<file path="config.mk">
export PLATFORM = sky130hd
export DESIGN_NAME = adder_result_fifo_flat
export DESIGN_NICKNAME = d
export VERILOG_FILES = /design/src/rtl/adder_pkg.sv /design/src/rtl/adder_result_fifo_if.sv /design/src/rtl/sync_fifo_mem.sv /design/src/rtl/adder_result_fifo.sv /design/src/flat_wrapper.sv
export SDC_FILE = /design/constraint.sdc
export NUM_CORES = 1
export LEC_CHECK = 0
export BUFFER_PORTS_ARGS = -buffer_cell sky130_fd_sc_hd__buf_4
export CAP_MARGIN = 0
export CORE_MARGIN = 8
export CORE_UTILIZATION = 40
export CTS_CLUSTER_SIZE = 20
export DETAILED_ROUTE_END_ITERATION = 12
export GPL_ROUTABILITY_DRIVEN = 0
export GPL_TIMING_DRIVEN = 0
export MAX_ROUTING_LAYER = met4
export PLACE_DENSITY = 0.58
export SLEW_MARGIN = 5
export SYNTH_ARGS = -nofsm -noshare
export SYNTH_HDL_FRONTEND = slang
export SYNTH_SLANG_ARGS = --single-unit
</file>
<file path="constraint.sdc">
create_clock -name clk -period 2.3 [get_ports clk]
set_input_delay 0.46 -clock clk [delete_from_list [all_inputs] [get_ports clk]]
set_output_delay 0.46 -clock clk [all_outputs]
set_load 0.02 [all_outputs]
</file>
<file path="src/rtl/adder_pkg.sv">
// Shared types and defaults for the adder and its downstream result FIFO.
// Latency: none (declarations only).
// Backpressure: none (declarations only).
package adder_pkg;

  localparam int ADDER_WIDTH = 8;
  localparam int FIFO_DEPTH  = 4;
  localparam int DROP_WIDTH  = 8;

  // One adder result as stored in the FIFO: carry sits above the sum.
  typedef struct packed {
    logic                   carry;
    logic [ADDER_WIDTH-1:0] sum;
  } result_t;

  // Assemble a result record from its parts.
  function automatic result_t make_result(input logic carry, input logic [ADDER_WIDTH-1:0] sum);
    result_t r;
    r.carry = carry;
    r.sum   = sum;
    return r;
  endfunction

endpackage

</file>
<file path="src/rtl/adder_result_fifo_if.sv">
// Adder-to-FIFO write channel plus FIFO-to-consumer valid/ready channel.
// Latency: none (wiring only).
// Backpressure: Out_ready stalls the consumer side; the adder side has none.
interface adder_result_fifo_if
  import adder_pkg::*;
#(
  parameter int WIDTH = ADDER_WIDTH
) ();

  logic [WIDTH-1:0] Sum_result;
  logic             Sum_carry;
  logic             Data_ready;
  logic [WIDTH:0]   Out_data;
  logic             Out_valid;
  logic             Out_ready;

  // FIFO side: receives adder results, sources the consumer stream.
  modport master (
    input  Sum_result, Sum_carry, Data_ready, Out_ready,
    output Out_data, Out_valid
  );

  // Environment side: the adder plus the consumer.
  modport slave (
    output Sum_result, Sum_carry, Data_ready, Out_ready,
    input  Out_data, Out_valid
  );

endinterface

</file>
<file path="src/rtl/sync_fifo_mem.sv">
// DEPTH x W register array with one synchronous write port and one async read port.
// Latency: write visible on the read port the cycle after the write edge.
// Backpressure: none; the caller decides when writes are legal.
module sync_fifo_mem #(
  parameter int W     = 9,
  parameter int DEPTH = 4,
  parameter int AW    = $clog2(DEPTH)
) (
  input  logic          clk,
  input  logic          wr_en,
  input  logic [AW-1:0] wr_addr,
  input  logic [W-1:0]  wr_data,
  input  logic [AW-1:0] rd_addr,
  output logic [W-1:0]  rd_data
);

  logic [W-1:0] mem [DEPTH];

  // Storage is not reset; validity is tracked by the owner's count.
  always_ff @(posedge clk) begin
    if (wr_en) mem[wr_addr] <= wr_data;
  end

  assign rd_data = mem[rd_addr];

endmodule

</file>
<file path="src/rtl/adder_result_fifo.sv">
// Buffers adder results {carry,sum} and streams them out with valid/ready; counts drops when full.
// Latency: a result strobed at edge N is presented (Out_valid=1) in cycle N+1; no empty bypass.
// Backpressure: Out_ready low holds the head stable; the adder cannot be stalled, so overflow drops.
module adder_result_fifo
  import adder_pkg::*;
#(
  parameter int WIDTH  = ADDER_WIDTH,
  parameter int DEPTH  = FIFO_DEPTH,
  parameter int DROP_W = DROP_WIDTH,
  localparam int CNT_W = $clog2(DEPTH + 1)
) (
  input  logic                     clk,
  input  logic                     reset,
  input  logic                     Clear_ovf,
  adder_result_fifo_if.master      bus,
  output logic [CNT_W-1:0]         Fifo_count,
  output logic                     Full,
  output logic                     Overflow,
  output logic [DROP_W-1:0]        Drop_count
);

  localparam int PTR_W = $clog2(DEPTH);

  logic [PTR_W-1:0]  rd_ptr;
  logic [PTR_W-1:0]  wr_ptr;
  logic [CNT_W-1:0]  count;
  logic [WIDTH:0]    head;
  logic              push;
  logic              pop;
  logic              wr_en;
  logic              drop;

  // Full/empty come from the count, so pointer equality never needs disambiguating.
  assign push          = bus.Data_ready;
  assign Full          = (count == CNT_W'(DEPTH));
  assign bus.Out_valid = (count != '0);
  assign pop           = bus.Out_valid & bus.Out_ready;
  assign wr_en         = push & (!Full | pop);
  assign drop          = push & Full & !pop;
  assign Fifo_count    = count;

  // Head is masked while empty so the output reads zero after reset regardless of storage.
  assign bus.Out_data  = bus.Out_valid ? head : '0;

  sync_fifo_mem #(
    .W     (WIDTH + 1),
    .DEPTH (DEPTH),
    .AW    (PTR_W)
  ) u_mem (
    .clk     (clk),
    .wr_en   (wr_en & !reset),
    .wr_addr (wr_ptr),
    .wr_data ({bus.Sum_carry, bus.Sum_result}),
    .rd_addr (rd_ptr),
    .rd_data (head)
  );

  // Pointer and occupancy bookkeeping; pointers wrap naturally since DEPTH is a power of two.
  always_ff @(posedge clk) begin
    if (reset) begin
      rd_ptr <= '0;
      wr_ptr <= '0;
      count  <= '0;
    end else begin
      if (wr_en) wr_ptr <= wr_ptr + PTR_W'(1);
      if (pop)   rd_ptr <= rd_ptr + PTR_W'(1);
      case ({wr_en, pop})
        2'b10:   count <= count + CNT_W'(1);
        2'b01:   count <= count - CNT_W'(1);
        default: count <= count;
      endcase
    end
  end

  // Sticky overflow and saturating drop counter; a drop in the same cycle as a clear wins.
  always_ff @(posedge clk) begin
    if (reset) begin
      Overflow   <= 1'b0;
      Drop_count <= '0;
    end else if (drop) begin
      Overflow <= 1'b1;
      if (Clear_ovf)
        Drop_count <= DROP_W'(1);
      else if (Drop_count != '1)
        Drop_count <= Drop_count + DROP_W'(1);
    end else if (Clear_ovf) begin
      Overflow   <= 1'b0;
      Drop_count <= '0;
    end
  end

endmodule

</file>
<file path="src/flat_wrapper.sv">
// flat-port wrapper written by rule: the top's interface ports become plain ports
module adder_result_fifo_flat import adder_pkg::*;
#(
  parameter int WIDTH  = ADDER_WIDTH,
  parameter int DEPTH  = FIFO_DEPTH,
  parameter int DROP_W = DROP_WIDTH,
  localparam int CNT_W = $clog2(DEPTH + 1)
)
  (clk, reset, Clear_ovf, Fifo_count, Full, Overflow, Drop_count, bus_Sum_result, bus_Sum_carry, bus_Data_ready, bus_Out_ready, bus_Out_data, bus_Out_valid);
  adder_result_fifo_if #(.WIDTH(WIDTH)) bus_i ();
  input  logic clk;
  input  logic reset;
  input  logic Clear_ovf;
  output logic [CNT_W-1:0] Fifo_count;
  output logic Full;
  output logic Overflow;
  output logic [DROP_W-1:0] Drop_count;
  input wire logic [$bits(bus_i.Sum_result)-1:0] bus_Sum_result;
  input wire logic [$bits(bus_i.Sum_carry)-1:0] bus_Sum_carry;
  input wire logic [$bits(bus_i.Data_ready)-1:0] bus_Data_ready;
  input wire logic [$bits(bus_i.Out_ready)-1:0] bus_Out_ready;
  output wire logic [$bits(bus_i.Out_data)-1:0] bus_Out_data;
  output wire logic [$bits(bus_i.Out_valid)-1:0] bus_Out_valid;
  assign bus_i.Sum_result = bus_Sum_result;
  assign bus_i.Sum_carry = bus_Sum_carry;
  assign bus_i.Data_ready = bus_Data_ready;
  assign bus_i.Out_ready = bus_Out_ready;
  assign bus_Out_data = bus_i.Out_data;
  assign bus_Out_valid = bus_i.Out_valid;
  adder_result_fifo #(.WIDTH(WIDTH), .DEPTH(DEPTH), .DROP_W(DROP_W)) u_core (.clk(clk), .reset(reset), .Clear_ovf(Clear_ovf), .bus(bus_i), .Fifo_count(Fifo_count), .Full(Full), .Overflow(Overflow), .Drop_count(Drop_count));
endmodule
</file>
==> results.tsv <==
stage	metric	value	unit
sta	fmax	459	MHz
drt	ant_nets	0	
floorplanning	rows	27	
sta	relSlewSlack	66.2	%
drt	wl_per_cell	16.7	µm
worst_setup_path	cp-end-kind	primary output	
final_layout	area_growth	21.7	%
worst_setup_path	critical-path-slowest-cell	or3_1	
clocking	cts_tree	yes	
drt	drc	0	
sta	slew_violations	0	
floorplanning	ios	37	
clocking	clkTransAtPathRegs	0.09	ns
drt	via_count	1424	
sta	fin_crit	2.18	ns
worst_setup_path	worstPathCellList	or3_1 -> clkbuf_1 -> and2_1 -> buf_4	
yosys	synth_area_leaders	edfxtp_1 (47%), dfxtp_1 (16%), mux4_2 (8.8%), and2_1 (4.1%), ha_1 (3.3%)	
yosys	ys_seq_area_share	62.8	%
sta	fin_crit_sh	94.7	%
global_route	grtUsageMet3	3.26	%
global_route	groute.usage.overall	11.4	%
clocking	cts_made_buffers	5	
status	status	completed	
power_and_ir_drop	power_density	954	mW/mm²
sta	fin_skew	0.00724	ns
power_and_ir_drop	p_sw_share	30.6	%
worst_setup_path	required	1.84	ns
worst_setup_path	critical_path_class	reg2out	
worst_setup_path	reg2reg_slack	0.13	ns
yosys	synth-seq-cells	54	
drt	drt-pass1-iter-count	4	
hold_path	hold_path_class	in2reg	
yosys	syn_nets	178	
global_route	met1_usage	11.9	%
power_and_ir_drop	p_leak	0.984	nW
worst_setup_path	cp-start-kind	flop	
worst_setup_path	critical-path-top-delay-family	simple AND/OR/NAND/NOR gates	
clocking	h-tree-depth	2	
sta	timing.hold.ws	0.362	ns
clocking	clk_path_buf_depth	2	
yosys	yosysWarnings	0	
worst_setup_path	path_buf_inv	2	
power_and_ir_drop	switchingPower	816	µW
power_and_ir_drop	pwr-share-comb	33.5	%
sta	tightest_slew	0.507	ns
clocking	clock_latency	0.29	ns
yosys	synth_area_leader_cell	edfxtp_1	
power_and_ir_drop	vdd_drop_max	0.467	mV
floorplanning	coreArea	0.00554	mm²
global_route	overflow	0	
final_layout	final_cell_mix	buf_4 (37), edfxtp_1 (36), dfxtp_1 (17), and2_1 (15), nor2_1 (11)	
power_and_ir_drop	p_seq_share	44.0	%
yosys	yosysUniqueCellTypes	37	
worst_setup_path	max_stage_delay	0.42	ns
global_route	grt_pass1_vias	1541	
final_layout	n_fill_cell	505	
drt	wl	4560	µm
global_route	grt_max_degree	17	
clocking	clockRootBuffer	clkbuf_8	
sta	hold_viol	0	
clocking	cts_sinks	54	
global_route	top_usage_layer	met2	
yosys	netlist_area	0.00229	mm²
place	placed_area	0.00268	mm²
floorplanning	design.die.area	0.00841	mm²
floorplanning	die_y	91.7	µm
power_and_ir_drop	internal_power	1.85	mW
yosys	syn_area_per_cell	14.6	µm²
job	drv_cap	0	
worst_setup_path	worstPathArrival	1.72	ns
final_layout	insertedDiodeCount	0	
global_route	antenna_found_initial	0	
final_layout	finish.net_count	221	
drt	routed_via_density	5.22	
power_and_ir_drop	clockPowerShare	22.5	%
place	dp_hpwl	3340	µm
worst_setup_path	critical_path_peak_fanout	10	
global_route	grt_pass1_wl	7380	µm
drt	drt_iter0_markers	40	
sta	finalSetupViolCount	0	
floorplanning	start_util	41.4	%
floorplanning	die_width	91.7	µm
final_layout	final_common_cell	buf_4	
clocking	cts_hold_buf	0	
place	port_buffers	36	
yosys	synthesis.instances	157	
sta	grt_setup_unrepaired	no	
final_layout	fin_area	0.00279	mm²
global_route	gr-usage-met2	20.7	%
yosys	synth_top_area_share	47.1	%
final_layout	drive_above_1_share	30.8	%
==> flip-flops by register name, summed over array words and instances, names as in the netlist, named ones only <==
name,count
u_core.wr_ptr,2
u_core.rd_ptr,2
u_core.Drop_count,8
u_core.u_mem.mem,36
u_core.Fifo_count,3
u_core.Overflow,1
==> cell type report <==
type                            count  area [µm²]  share of cell area [%]
Buffer                              3        15.0                   0.538
Clock buffer                        6        72.6                    2.60
Clock inverter                      2        33.8                    1.21
Inverter                            6        22.5                   0.807
Multi-Input combinational cell     93         836                    30.0
Sequential cell                    54        1440                    51.7
Tap cell                           72        90.1                    3.23
Timing Repair Buffer               37         278                    9.96
==> worst paths after layout <==
path | startpoint | endpoint | cells after the start
max | u_core.Fifo_count[0] | bus_Out_data[8] | 4
min | bus_Sum_result[5] | u_core.u_mem.mem[3][5] | 1
max reg2reg | u_core.Fifo_count[1] | u_core.Fifo_count[2] | 8
min reg2reg | u_core.Drop_count[5] | u_core.Drop_count[5] | 2
==> cells in the mapped netlist (all sizes together) <==
cell / number
edfxtp: 36
dfxtp: 18
and2: 15
nor2: 11
mux4: 9
a21oi: 7
ha: 6
inv: 6
or3: 5
nand3: 4
clkbuf: 3
nand2: 3
xor2: 3
a41oi: 2
and3: 2
nor4b: 2
o211ai: 2
o21ai: 2
o311ai: 2
o31ai: 2
o41ai: 2
or4: 2
xnor2: 2
and4: 1
buf: 1
fa: 1
mux2: 1
mux2i: 1
nand2b: 1
nand3b: 1
nand4: 1
nor2b: 1
nor3: 1
or2: 1
==> stage by stage <==
stage / std cells / setup TNS [ns] / total power [mW] / util [%] / setup WS, ns
3_3_place_gp: 265 / -0.302 / 2.07 / 48.3 / -0.227
2_1_floorplan: 157 / 0 / 1.75 / - / 0.0334
4_1_cts: 274 / 0 / 2.70 / 50.4 / 0.0177
5_1_grt: 273 / 0 / 2.82 / 50.4 / 0.0144
6_report: 273 / 0 / 2.66 / 50.4 / 0.122
3_5_place_dp: 265 / -0.408 / 2.10 / 48.3 / -0.303
==> power by group through the flow <==
| stage | clock [mW] | combinational, mW | sequential (mW) |
|---|---|---|---|
| CTS | 0.615 | 0.916 | 1.16 |
| global route | 0.647 | 0.988 | 1.18 |
| floorplan | 0 | 0.554 | 1.20 |
| finish | 0.598 | 0.892 | 1.17 |
| global placement | 0 | 0.892 | 1.18 |
| detailed placement | 0 | 0.912 | 1.19 |
==> what timing repair did <==
action / in CTS / in global routing
pin swaps: 1 / 0
resized for setup: 0 / 1
endpoints found under the hold margin: 0 / 0
endpoints found under the setup margin: 1 / 8
buffers inserted: 1 / 0
==> metal layers <==
layer	wire length (µm)	up-vias
met2	2400	37
met4	30	0
li1	-	684
met1	1930	699
met3	197	4
met5	0	-
==> cells by family after synthesis <==
logic type | after synthesis | share of synthesized area (%)
xor+xnor | 5 | 1.91
compound gates | 19 | 6.16
simple gates | 51 | 13.5
mux | 11 | 9.77
buf+inv | 10 | 1.69
fa+ha+maj | 7 | 4.15
flops | 54 | 62.8
(Power assumes the default switching activity.)
